### src/rtl/up_down_311.sv
// up_down_311: WIDTH-bit binary up/down counter, modulo 2^WIDTH in both directions.
// Asynchronous active-high reset; the count is held directly in the output register.
`timescale 1ns / 1ps

module up_down_311 #(
    parameter int unsigned WIDTH = 4
) (
    input  logic             clk_311,
    input  logic             reset_311,
    input  logic             ud_311,
    output logic [WIDTH-1:0] count_311
);

    localparam int unsigned CNT_W = WIDTH;

    logic [CNT_W-1:0] count_q;
    logic [CNT_W-1:0] count_d;

    // Next count: unsigned step in the sampled direction; wraps by truncation.
    always_comb begin
        count_d = count_q;
        if (ud_311) begin
            count_d = count_q + CNT_W'(1);
        end else begin
            count_d = count_q - CNT_W'(1);
        end
    end

    always_ff @(posedge clk_311 or posedge reset_311) begin
        if (reset_311) begin
            count_q <= '0;
        end else begin
            count_q <= count_d;
        end
    end

    assign count_311 = count_q;

endmodule

### config.mk
export PLATFORM = sky130hd
export DESIGN_NAME = up_down_311
export DESIGN_NICKNAME = d
export VERILOG_FILES = /design/src/rtl/up_down_311.sv
export SDC_FILE = /design/constraint.sdc
export NUM_CORES = 1
export LEC_CHECK = 0
export CORE_AREA = 2 2 39 41
export CTS_BUF_LIST = sky130_fd_sc_hd__clkbuf_4
export DETAILED_ROUTE_END_ITERATION = 6
export DIE_AREA = 0 0 41 43
export SLEW_MARGIN = 20
export SYNTH_ARGS = -nofsm -noshare
export SYNTH_HDL_FRONTEND = slang
export SYNTH_SLANG_ARGS = --single-unit
### constraint.sdc
create_clock -name clk_311 -period 1.9 [get_ports clk_311]
set_clock_uncertainty 0.05 [all_clocks]
set_input_delay 0.57 -clock clk_311 [delete_from_list [all_inputs] [get_ports clk_311]]
set_output_delay 0.57 -clock clk_311 [all_outputs]
set_load 0.02 [all_outputs]
==> impl_metrics.json <==
{
  "cp_data_arrival_time_ns": 1.18,
  "clk_latency_ns": 0.23,
  "start_util": 0.144,
  "switchingPower_w": 0.000165,
  "fill_cells": 151,
  "p_seq_frac": 0.298,
  "ff2ff_setup_slack_ns": 0.64,
  "reg2reg_depth": 4,
  "ant_nets": 0,
  "cts_tree": "done",
  "seqCellArea_um2": 100,
  "crit_path_cell_trace": "clkdlybuf4s50_1",
  "p_sw_frac": 0.342,
  "crit_path_max_incr_delay_ns": 0.60,
  "port_buffers": 6,
  "area_delta_synth_final_pct": 56.0,
  "wire_per_inst_um": 8.61,
  "fp.dieH_um": 43,
  "relSlewSlack": 0.849,
  "ys_async_sr_fraction": 1.00,
  "drive_gt1_frac": 0.200,
  "dp_cells": 38,
  "critPathBufInv": 1,
  "cts_sinks": 4,
  "cts-htree-levels": 1,
  "crit_required_ns": 1.28,
  "root_buffer": "clkbuf_4",
  "yosysSeqAreaShare": 0.503,
  "synth_warnings": 0,
  "end_kind": "primary output",
  "nNetsFinal": 33,
  "grt_pass1_wl_um": 552,
  "grt_max_degree": 5,
  "ys_ff_latch": 4,
  "critPathTopFamily": "buffers and inverters",
  "power_frac_clock": 0.217,
  "setup_viol": 0,
  "worstSetupPathType": "reg2out",
  "syn_area_um2": 199,
  "hold_viol": 0,
  "fin_util": 0.224,
  "place.gp.congestion": 0.518,
  "ys_top_cells_by_count": "dfrtp_1, inv_1, ha_1, xnor2_1",
  "synth-edff-count": 0,
  "drt_iter0_drc": 0,
  "powerDensity_nw_per_um2": 1550,
  "drt-total-wl_um": 353,
  "core_um2": 1380,
  "timing.fmax_mhz": 555,
  "syn_nets": 21,
  "timing.rr.end": "count_311[3]$_DFF_PP0_",
  "tightest_slew_ns": 0.227,
  "intPower_w": 0.000316,
  "dr.pass1.iters": 1,
  "overflow": 0,
  "power.leakage_nw": 0.152,
  "synth_area_leader_cell": "dfrtp_1",
  "dp_hpwl_um": 287,
  "synth_flop_cell": "dfrtp_1",
  "cp_max_fo": 2,
  "largest_reg_flops": 4,
  "min_path_cells": 1,
  "finalSetupTns_ns": 0,
  "grt_pass1_vias": 156,
  "min_to": "count_311[0]$_DFF_PP0_",
  "reg2reg_from": "count_311[1]$_DFF_PP0_",
  "ys_types": 8,
  "avgSynthCellArea_um2": 13.3,
  "synth.most_common_cell": "dfrtp_1",
  "die_area_um2": 1760,
  "p_comb_frac": 0.484,
  "multi_input_area_um2": 87.6,
  "final_cells": 41,
  "hold_path.class": "reg2reg",
  "critPathLaunchType": "register",
  "num_vias": 134,
  "rows": 14,
  "viasPerCell": 3.27,
  "report.final.slew_viol_count": 0,
  "rsz0062_at_grt": "no",
  "path_clk_slew_ns": 0.04,
  "antenna_cells": 0,
  "antenna_found_initial": 0,
  "slowest_stage": "clkdlybuf4s50_1",
  "maxCapViolations": 0,
  "synth.top_cell.area_share": 0.503,
  "die_x_um": 41,
  "min_period_ns": 1.80,
  "numCtsBuffers": 3,
  "synth.area.top_cells": "dfrtp_1, ha_1, fa_1",
  "io_pins": 7,
  "outcome": "completed",
  "irDropWorstVdd_uv": 226,
  "synthCells": 15,
  "hp-start": "count_311[0]$_DFF_PP0_",
  "drc": 0,
  "period_share": 0.948,
  "cts.path.max_buffers": 2,
  "fin_total_pwr_w": 0.000481,
  "globalRouteTotalUtil": 0.0585
}
-- cells by family after synthesis --
group,after synthesis,share of synthesized area
flip-flops,4,0.503
AO/OA/AOI/OAI,2,0.0818
XOR/XNOR,3,0.132
buffers and inverters,3,0.0566
adder cells (fa/ha/maj),3,0.226
-- through the flow --
step | hold WS, ns | cell area [µm²] | setup slack, ns
floorplan | 0.286 | 199 | 0.432
global placement | 0.442 | 287 | -0.119
detailed placement | 0.452 | 287 | -0.150
CTS | 0.453 | 308 | 0.0333
global route | 0.481 | 310 | 0.0365
finish | 0.445 | 310 | 0.0989
-- cells in the final DEF (no fill, tap or decap), drive strengths merged --
cell type,count
xor2,1
dfrtp,4
clkbuf,3
inv,3
dlymetal6s2s,1
ha,2
clkdlybuf4s50,4
fa,1
xnor2,2
a21oi,1
buf,1
a21o,1
dlygate4sd2,1
-- worst register-to-register path, cell delays in order, from the launching register on --
cell and delay, ns:
dfrtp_1 0.40, ha_1 0.29, a21o_1 0.19, a21oi_2 0.14, xnor2_1 0.12
-- worst max path at each step --
| stage | start | endpoint | slack (ns) | cells past startpoint |
|---|---|---|---|---|
| 3_3_place_gp | ud_311 | count_311[3]$_DFF_PP0_ | -0.12 | 6 |
| 4_1_cts | count_311[1]$_DFF_PP0_ | count_311[1] | 0.03 | 1 |
| 3_5_place_dp | ud_311 | count_311[3]$_DFF_PP0_ | -0.15 | 6 |
| 5_1_grt | ud_311 | count_311[3]$_DFF_PP0_ | 0.04 | 6 |
| 6_report | count_311[3]$_DFF_PP0_ | count_311[3] | 0.1 | 1 |
| 2_1_floorplan | ud_311 | count_311[3]$_DFF_PP0_ | 0.43 | 5 |
-- layout make-up --
cell class | count | share of cell area
Tap cell | 16 | 0.0645
Multi-Input combinational cell | 8 | 0.282
Clock buffer | 3 | 0.0726
Inverter | 3 | 0.0363
Sequential cell | 4 | 0.323
Timing Repair Buffer | 7 | 0.222
-- power by group through the flow --
stage	combinational (W)	sequential, W	clock (W)
6_report	0.000233	0.000143	0.000104
5_1_grt	0.000256	0.000148	0.000121
2_1_floorplan	0.000105	0.000186	0
4_1_cts	0.000239	0.000145	0.000112
3_3_place_gp	0.000232	0.000145	0
3_5_place_dp	0.000238	0.000146	0
-- timing repair --
| item | in CTS | in global routing |
|---|---|---|
| setup buffers | 0 | 0 |
| resized for setup | 1 | 1 |
| hold buffers | 0 | 0 |
| endpoints found under the hold margin | 0 | 0 |
| setup endpoints to repair | 1 | 1 |
-- per-layer routing --
metal / part of all wire / up-vias / track usage
li1: - / 67 / -
met1: 0.35 / 60 / 0.0425
met2: 0.50 / 7 / 0.0750
met3: 0.14 / 0 / 0.0471
met4: 0 / 0 / 0.0800
met5: 0 / - / 0
Note: power is estimated with default switching activity, not from simulation.
